**config.mk**
```make
export PLATFORM = sky130hd
export DESIGN_NAME = univ_shift_reg
export DESIGN_NICKNAME = d
export VERILOG_FILES = /design/src/rtl/shift_reg_pkg.sv /design/src/rtl/dff_en_cell.sv /design/src/rtl/univ_shift_reg.sv
export SDC_FILE = /design/constraint.sdc
export NUM_CORES = 1
export LEC_CHECK = 0
export CAP_MARGIN = 10
export CORE_MARGIN = 5
export CORE_UTILIZATION = 43
export DETAILED_ROUTE_END_ITERATION = 16
export GPL_TIMING_DRIVEN = 0
export HOLD_SLACK_MARGIN = 0.05
export PLACE_DENSITY = 0.94
export RECOVER_POWER = 100
export SETUP_SLACK_MARGIN = 0.15
export SLEW_MARGIN = 20
export SYNTH_ARGS = -nofsm -noshare
export SYNTH_HDL_FRONTEND = slang
export SYNTH_SLANG_ARGS = --single-unit
```
**constraint.sdc**
```tcl
create_clock -name clk -period 3.4 [get_ports clk]
set_input_delay 0.51 -clock clk [delete_from_list [all_inputs] [get_ports clk]]
set_output_delay 0.51 -clock clk [all_outputs]
set_load 0.05 [all_outputs]
```
**src/rtl/shift_reg_pkg.sv**
```systemverilog
// Shared operation encodings for the universal shift register and its bench.
package shift_reg_pkg;

  localparam logic [2:0] MODE_HOLD = 3'd0;
  localparam logic [2:0] MODE_LOAD = 3'd1;
  localparam logic [2:0] MODE_SHL  = 3'd2;
  localparam logic [2:0] MODE_SHR  = 3'd3;
  localparam logic [2:0] MODE_ROL  = 3'd4;
  localparam logic [2:0] MODE_ROR  = 3'd5;
  localparam logic [2:0] MODE_CLR  = 3'd6;
  localparam logic [2:0] MODE_INV  = 3'd7;

  typedef logic [2:0] mode_t;

endpackage

```
**src/rtl/dff_en_cell.sv**
```systemverilog
// One-bit storage cell: synchronous active-low reset to a fixed value, load enable,
// true and complement outputs.
module dff_en_cell #(
  parameter logic RESET_VAL = 1'b0
) (
  input  logic clk,
  input  logic rst,
  input  logic en,
  input  logic d,
  output logic q,
  output logic qbar
);

  logic state_q;

  // Reset wins over enable.
  always_ff @(posedge clk) begin
    if (!rst) begin
      state_q <= RESET_VAL;
    end else if (en) begin
      state_q <= d;
    end
  end

  assign q    = state_q;
  assign qbar = ~state_q;

endmodule

```
**src/rtl/univ_shift_reg.sv**
```systemverilog
// Universal shift register: hold, load, shift, rotate, clear and invert, one
// operation per enabled clock edge, with serial outputs for chaining.
module univ_shift_reg
  import shift_reg_pkg::*;
#(
  parameter int unsigned     WIDTH     = 8,
  parameter logic [WIDTH-1:0] RESET_VAL = '0
) (
  input  logic             clk,
  input  logic             rst,
  input  logic             en,
  input  logic [2:0]       mode,
  input  logic [WIDTH-1:0] d,
  input  logic             sin_r,
  input  logic             sin_l,
  output logic [WIDTH-1:0] q,
  output logic [WIDTH-1:0] qbar,
  output logic             sout_l,
  output logic             sout_r
);

  logic [WIDTH-1:0] q_next;

  // Shift forms written so that WIDTH=1 degenerates correctly without slicing q.
  always_comb begin
    q_next = q;
    case (mode)
      MODE_HOLD: q_next = q;
      MODE_LOAD: q_next = d;
      MODE_SHL:  q_next = (q << 1) | WIDTH'(sin_r);
      MODE_SHR:  q_next = (q >> 1) | (WIDTH'(sin_l) << (WIDTH - 1));
      MODE_ROL:  q_next = (q << 1) | WIDTH'(q[WIDTH-1]);
      MODE_ROR:  q_next = (q >> 1) | (WIDTH'(q[0]) << (WIDTH - 1));
      MODE_CLR:  q_next = '0;
      MODE_INV:  q_next = ~q;
      default:   q_next = q;
    endcase
  end

  for (genvar i = 0; i < int'(WIDTH); i++) begin : g_cell
    dff_en_cell #(
      .RESET_VAL (RESET_VAL[i])
    ) u_cell (
      .clk  (clk),
      .rst  (rst),
      .en   (en),
      .d    (q_next[i]),
      .q    (q[i]),
      .qbar (qbar[i])
    );
  end

  assign sout_l = q[WIDTH-1];
  assign sout_r = q[0];

endmodule

```
Word level (Yosys, flattened, before mapping). Index checks and enable logic that the tools add are counted. Widths: inputs -> output; s select.

Logic and storage cells: 32. Flip-flop bits (word level): 8. Output and inout port bits: 18.

Eq/ne operators: 7. Multiplexer cells: 1. Bitwise operators: 14. Reduce and logical (&&, ||, !) cells: 2.

Operators by type and width (count): $pmux 8 s7 (1); $or 7x8->8 (2); $or 8x1->8 (2); $eq 3x3->1 const B (4); $not 1->1 (9); $not 8->8 (1); $eq 3x2->1 const B (2); $eq 3x1->1 const B (1); $logic_not 3->1 (1); $reduce_and 2->1 (1).

Longest topological paths before layout. Gate-level depths: netlist of run 1.

Depth after elaboration: 3. Depth in mapped cells: 5. Depth with buffers taken out: 3.

Hierarchy. From an unflattened synthesis of run 1, not the netlist that was laid out.

Cell total of the unflattened synthesis: 90. Area total of the unflattened synthesis: 800.8 µm².

Modules (own cells, without submodules): univ_shift_reg (cells an instance 58, instances 1, area each 480.5 µm²); dff_en_cell (cells an instance 4, instances 8, area each 40.0 µm²).

Worst setup path before layout of run 1. Ideal clock, no wire load.

Path kind: reg-to-reg. Start point: reg g_cell[7].u_cell.state_q. End point: reg g_cell[7].u_cell.state_q. Setup time: 0.116 ns. Period minus slack after synthesis: 1.594 ns. Path buffers: 0. Arrival: 1.478 ns. Data required time: 3.284 ns. Stages on the path, launching flop included: 4. Path slack: 1.806 ns. Cell sequence: dfxtp_1 inv_1 mux4_2 a41o_1.

Word-level cells in the longest chain between the ends: 2.

Ends and longest elaborated chain: from (decl) (RTL line dff_en_cell.sv:14) `logic state_q;`; from (signal assigned) (RTL line dff_en_cell.sv:19) `state_q <= RESET_VAL;`; from (signal assigned) (RTL line dff_en_cell.sv:21) `state_q <= d;`; $not 8->8 (RTL line univ_shift_reg.sv:35) `MODE_INV: q_next = ~q;`; $pmux 8 s7 (RTL line univ_shift_reg.sv:27) `case (mode)`.

No other way between the ends. A chain may end at the register's enable or synchronous reset.

Final worst setup path of run 1.
Start point: reg g_cell[0].u_cell.state_q. End point: out q[0].

RTL lines: from (decl) (RTL line dff_en_cell.sv:14); from (signal assigned) (RTL line dff_en_cell.sv:19); from (signal assigned) (RTL line dff_en_cell.sv:21); to (decl) (RTL line univ_shift_reg.sv:16) `output logic [WIDTH-1:0] q,`.

No word-level cell between the ends.

==> run metrics, run 1 <==
global-route usage over all layers=13.9%; remaining number of nets flagged by the antenna check after routing=0; number of iterations in the first detailed-routing pass=4; Hold Path Class=flop to flop; Core Rows=15; width of the chip=51.5 µm; hold_buf cts=0; last weighted congestion value of the routability-driven placer=0.716; launch point of the worst reg-to-reg path=g_cell[7].u_cell.q$_SDFFE_PN0P_; max reg flops=8; share of post-route cells with drive strength above 1=25.6%; total of cells resized after clock tree synthesis=0; final worst-path setup slack=1200 ps; number of library cell types mapped by synthesis=27; headroom to the max-slew limit=59.1%; largest net degree at the start of global routing=11; IO Pins=34; register area share after synthesis=21.7%; worst-case clock skew=3.46 ps; remaining routing DRC violations=0; Yosys top cell by area=dfxtp_1; cell leakage power=0.449 nW; number of hold-slack violations in the final timing report=0; Mapped Avg Cell Area=8.91 µm²; Max Transition Viols Final=0; upper clock frequency limit=0.455 GHz; dominant cells by area after synthesis=dfxtp_1, buf_4, mux2i_1, o221a_2, o2bb2ai_1; post-synth design cell area=739 µm²; Cell Area, Placed=0.00107 mm²; total length of routed wires=1790 µm; highest net fanout along the worst path=6; mean number of vias per cell=5.40; postcts setup bufs=0; placed wire-length estimate after detailed placement=1380 µm; per-cell routed wire length=13.3 µm; net count of the finished layout=135; origin of the worst setup path=g_cell[0].u_cell.q$_SDFFE_PN0P_; power density cells=316 mW/mm²; peak supply drop=0.223 mV; synthesized net count=99; nature of the critical path startpoint=flop; number of buffers inserted by port buffering=31; Register-to-Register Setup Slack=2090 ps; Worst Hold Launch=g_cell[3].u_cell.q$_SDFFE_PN0P_; overall die area=0.00265 mm²; Clock Tree Buf Depth=2; length in cells of the worst reg-to-reg path=3; first-pass GRT wire length=2790 µm; Remaining Overflow, GRT=0; deepest level of the CTS H-tree=1; Worst Max-Slew Pin Slew=614 ps; root buf cell=clkbuf_4; # Max-Cap Violations=0; cell count after synthesis=83; initial standard-cell utilization of the core=43.8%; final critical-path required period=2200 ps; final total negative setup slack=0 ps; fraction of post-synthesis cell area in the top cell type by area=21.7%; area of the placeable core=0.00169 mm²; data required time of the worst path=2890 ps; FF+latch count, synth=8; Crit. End Element=output port; total of warnings raised by yosys=0; final number of setup-violating endpoints=0; y dimension of the die=51.5 µm; count of routing violations after the opening detailed-route iteration=9; CP Class=flop to output port; Clock Pin Slew Worst Setup and Hold Paths=60 ps; Arrival @ worst endpoint=1690 ps; capture point of the worst reg-to-reg path=g_cell[7].u_cell.q$_SDFFE_PN0P_; clock insertion delay at the later pin of the skew report=260 ps; TritonCTS clock tree=done; total non-filler cell area in the finished layout=0.00109 mm²; total via count after detailed routing=724; status=finished, final reports clean; worst setup slack before clock tree synthesis=1480 ps; post-route fraction of the period consumed by the critical path=64.7%; capture point of the worst path=q[0]; unrepaired setup endpoints after global routing=false; vias in the first global route=675; Antenna diodes=0; number of antenna violations at the first check in global routing=0; area delta synth->final=46.9%; TritonCTS Sinks=8; number of buffers inserted during clock tree synthesis=3
-- how the worst min path moves through the flow --
| stage | endpoint | slack, ps | cells past startpoint |
|---|---|---|---|
| finish | g_cell[3].u_cell.q$_SDFFE_PN0P_ | 530 | 1 |
| detailed placement | g_cell[5].u_cell.q$_SDFFE_PN0P_ | 520 | 1 |
| floorplan | g_cell[6].u_cell.q$_SDFFE_PN0P_ | 490 | 1 |
| global placement | g_cell[6].u_cell.q$_SDFFE_PN0P_ | 520 | 1 |
| global route | g_cell[5].u_cell.q$_SDFFE_PN0P_ | 550 | 1 |
| CTS | g_cell[5].u_cell.q$_SDFFE_PN0P_ | 530 | 1 |
-- synthesized netlist by cell type (all sizes together) --
cell type	count
a21o	1
a311oi	1
a32o	1
a41o	1
and2	3
and4b	1
buf	21
clkbuf	1
dfxtp	8
inv	9
mux2i	6
mux4	1
nand2	1
nand2b	1
nand3	2
o211ai	1
o21ai	6
o221a	6
o2bb2ai	6
o311a	1
o31a	1
o31ai	2
or2	1
xor2	1
-- critical path, cell delays in order, from the launching register on --
cell and delay (ps):
dfxtp_1 420, buf_4 140, dlygate4sd3_1 870
-- per-layer routing --
layer  share of wire (%)  up-vias  GRT usage, %
met5                   0        -             0
li1                    -      360             -
met3                 4.2        2          3.79
met1                  45      338          16.1
met4                 1.1        0          6.55
met2                  49       24          23.3
-- through the flow --
step | cells | util (%) | power (mW) | hold WS, ps
5_1_grt | 134 | 64.3 | 0.362 | 552
3_5_place_dp | 131 | 63.4 | 0.277 | 521
3_3_place_gp | 131 | 63.4 | 0.274 | 516
4_1_cts | 134 | 64.7 | 0.355 | 529
2_1_floorplan | 83 | - | 0.224 | 492
6_report | 134 | 64.3 | 0.344 | 532
-- placed cells by master (no fill, tap or decap), drive strengths merged --
cell type	n
a21o	1
a311oi	1
a32o	1
a41o	1
and2	3
and4b	1
buf	20
clkbuf	5
clkdlybuf4s50	12
dfxtp	8
dlygate4sd3	19
inv	9
mux2i	6
mux4	1
nand2	1
nand2b	1
nand3	2
o211ai	1
o21ai	6
o221a	6
o2bb2ai	6
o311a	1
o31a	1
o31ai	2
or2	1
xor2	1
-- kinds of logic after synthesis --
family	after synthesis	share of synthesized area (%)
multiplexers	7	11.2
XOR/XNOR	1	1.18
buffers and inverters	31	27.7
AND/OR/NAND/NOR	9	7.45
flip-flops	8	21.7
AO/OA/AOI/OAI	27	30.8
-- where the power goes --
group	switching, mW	leakage (nW)	total (mW)	internal, mW
sequential	0.00978	0.0656	0.110	0.100
combinational	0.0865	0.370	0.158	0.0717
clock	0.0346	0.0138	0.0752	0.0405
total	0.131	0.449	0.344	0.213
-- final cells by class --
| class | count | area, µm² |
|---|---|---|
| Fill cell | 148 | 603 |
| Multi-Input combinational cell | 44 | 374 |
| Timing Repair Buffer | 31 | 310 |
| Buffer | 22 | 164 |
| Sequential cell | 8 | 160 |
| Inverter | 9 | 33.8 |
| Clock buffer | 3 | 22.5 |
| Tap cell | 17 | 21.3 |
Power figures use the tool's default switching activity.
==> run 2: changes to the inputs <==
--- a/config.mk
+++ b/config.mk
@@ -7,11 +7,11 @@
 export LEC_CHECK = 0
 export CAP_MARGIN = 10
 export CORE_MARGIN = 5
-export CORE_UTILIZATION = 43
+export CORE_UTILIZATION = 36
 export DETAILED_ROUTE_END_ITERATION = 16
 export GPL_TIMING_DRIVEN = 0
 export HOLD_SLACK_MARGIN = 0.05
-export PLACE_DENSITY = 0.94
+export PLACE_DENSITY = 0.85
 export RECOVER_POWER = 100
 export SETUP_SLACK_MARGIN = 0.15
 export SLEW_MARGIN = 20
==> constraint.sdc (replaced) <==
create_clock -name clk -period 1.8 [get_ports clk]
set_input_delay 0.27 -clock clk [delete_from_list [all_inputs] [get_ports clk]]
set_output_delay 0.27 -clock clk [all_outputs]
set_load 0.05 [all_outputs]
==> run metrics, run 2 (same netlist as run 1, synthesis figures left out) <==
number of antenna violations at the first check in global routing=0; Clock Pin Slew Worst Setup and Hold Paths=60 ps; remaining routing DRC violations=0; deepest level of the CTS H-tree=1; minimum hold slack=323 ps; data required time of the worst path=1530 ps; global-route usage over all layers=13.1%; remaining number of nets flagged by the antenna check after routing=0; total power draw=0.647 mW; CP Class=flop to output port; Arrival @ worst endpoint=1380 ps; width of the chip=55.3 µm; max reg flops=8; GR Util met2=23.1%; power density cells=596 mW/mm²; mean number of vias per cell=5.10; total length of routed wires=1930 µm; Core Rows=16; number of fillers in the final layout=205; peak supply drop=0.297 mV; TritonCTS clock tree=done; last weighted congestion value of the routability-driven placer=0.792; status=finished, final reports clean; final worst-path setup slack=148 ps; unrepaired setup endpoints after global routing=false; final total negative setup slack=0 ps; combinational share of power=45.3%; y dimension of the die=55.3 µm; switching pwr=0.253 mW; number of buffers inserted during clock tree synthesis=3; overall die area=0.00306 mm²; area delta synth->final=46.9%; CP delay by family, top=buffers and inverters; final critical-path required period=1650 ps; initial standard-cell utilization of the core=37.7%; root buf cell=clkbuf_4; share of the core filled with cells in the final layout=55.4%; number of buffers inserted by port buffering=31; commonest non-fill, non-tap cell in the layout=clkdlybuf4s50_1; worst-case clock skew=0.960 ps; worst hold path depth=3; net count of the finished layout=135; Hold Path Class=input port to flop; worst setup slack before clock tree synthesis=126 ps; Clock Tree Buf Depth=2; post-route fraction of the period consumed by the critical path=91.8%; TritonCTS Sinks=8; cell breakdown of the critical path=buf_4 > clkdlybuf4s25_1; vias in the first global route=738; share of post-route cells with drive strength above 1=26.5%; upper clock frequency limit=0.605 GHz; internal power consumption=0.394 mW; most used cells in the layout excluding fill and tap cells=clkdlybuf4s50_1, clkbuf_4, inv_1, buf_4, dlygate4sd2_1; Max Transition Viols Final=0; most crowded layer after global routing=met2; sequential power share=32.3%; Antenna diodes=0; highest net fanout along the worst path=6; Worst Max-Slew Pin Slew=599 ps; met1 GRT Util=15.0%; per-cell routed wire length=13.4 µm; area of the placeable core=0.00196 mm²; count of buffering cells on the critical path with inverters included=2; total via count after detailed routing=735; count of routing violations after the opening detailed-route iteration=27; IO Pins=34; nature of the critical path startpoint=flop; headroom to the max-slew limit=60.2%; number of iterations in the first detailed-routing pass=4; share of power burned in the clock network=22.4%; longest individual stage delay on the worst path=570 ps; number of hold-slack violations in the final timing report=0; hold_buf cts=0; met3 GRT Util=3.03%; placed wire-length estimate after detailed placement=1550 µm; critical path depth in cells=2; cell leakage power=0.444 nW; first-pass GRT wire length=3350 µm; Remaining Overflow, GRT=0; # Max-Cap Violations=0; length in cells of the worst reg-to-reg path=3; Crit. End Element=output port; master of the slowest instance on the critical path=clkdlybuf4s25_1; final number of setup-violating endpoints=0; clock insertion delay at the later pin of the skew report=260 ps; switching power as a share of total power=39.0%; largest net degree at the start of global routing=11
run 2: changes by cell type in the layout (fill, tap and decap cells not counted), sizes merged:
cell / before / now
clkbuf: 5 / 13
buf: 20 / 13
clkdlybuf4s15: 0 / 6
clkdlybuf4s25: 0 / 2
dlygate4sd2: 0 / 9
dlygate4sd3: 19 / 1
run 2: what timing repair did:
action	CTS	global route
setup endpoints to repair	18	9
buffers inserted	0	0
hold endpoints to repair	0	0
gates resized for setup	18	10
run 2: worst paths after layout:
path / slack, ps / end / start
setup / recovery: 150 / q[5] / g_cell[5].u_cell.q$_SDFFE_PN0P_
setup reg to reg: 480 / g_cell[7].u_cell.q$_SDFFE_PN0P_ / g_cell[7].u_cell.q$_SDFFE_PN0P_
hold / removal: 320 / g_cell[0].u_cell.q$_SDFFE_PN0P_ / mode[1]
hold reg to reg: 530 / g_cell[3].u_cell.q$_SDFFE_PN0P_ / g_cell[3].u_cell.q$_SDFFE_PN0P_
run 2: layout make-up:
type	count	area, µm²	area share, %
tap	27	33.8	3.11
clock buffer	3	22.5	2.07
multi-input combinational	44	374	34.4
buffer	22	169	15.6
inverter	9	33.8	3.11
sequential	8	160	14.7
timing repair buffer	31	293	27.0
run 2: through the flow:
step	instances	area, µm²
6_report	144	1090
5_1_grt	144	1090
4_1_cts	144	1080
3_5_place_dp	141	1080
3_3_place_gp	141	1080
2_1_floorplan	83	739
run 2: per-layer routing:
metal | routed length [µm] | vias up | part of all wire [%]
met5 | 0 | - | 0
met1 | 768 | 346 | 40
li1 | - | 357 | -
met3 | 94 | 5 | 4.9
met2 | 1030 | 27 | 54
met4 | 29 | 0 | 1.5
run 2: power by group through the flow:
stage                     Combinational (mW)  Clock (mW)  Sequential, mW
after floorplan                        0.205           0           0.218
after global placement                 0.307           0           0.212
after detailed placement               0.314           0           0.213
after CTS                              0.295       0.147           0.209
after global routing                   0.310       0.157           0.212
final                                  0.293       0.145           0.209
run 2: worst register-to-register path, stage by stage, from the launching register on:
cell and delay (ps):
dfxtp_1 430, inv_1 80, mux4_2 460, a41o_1 240
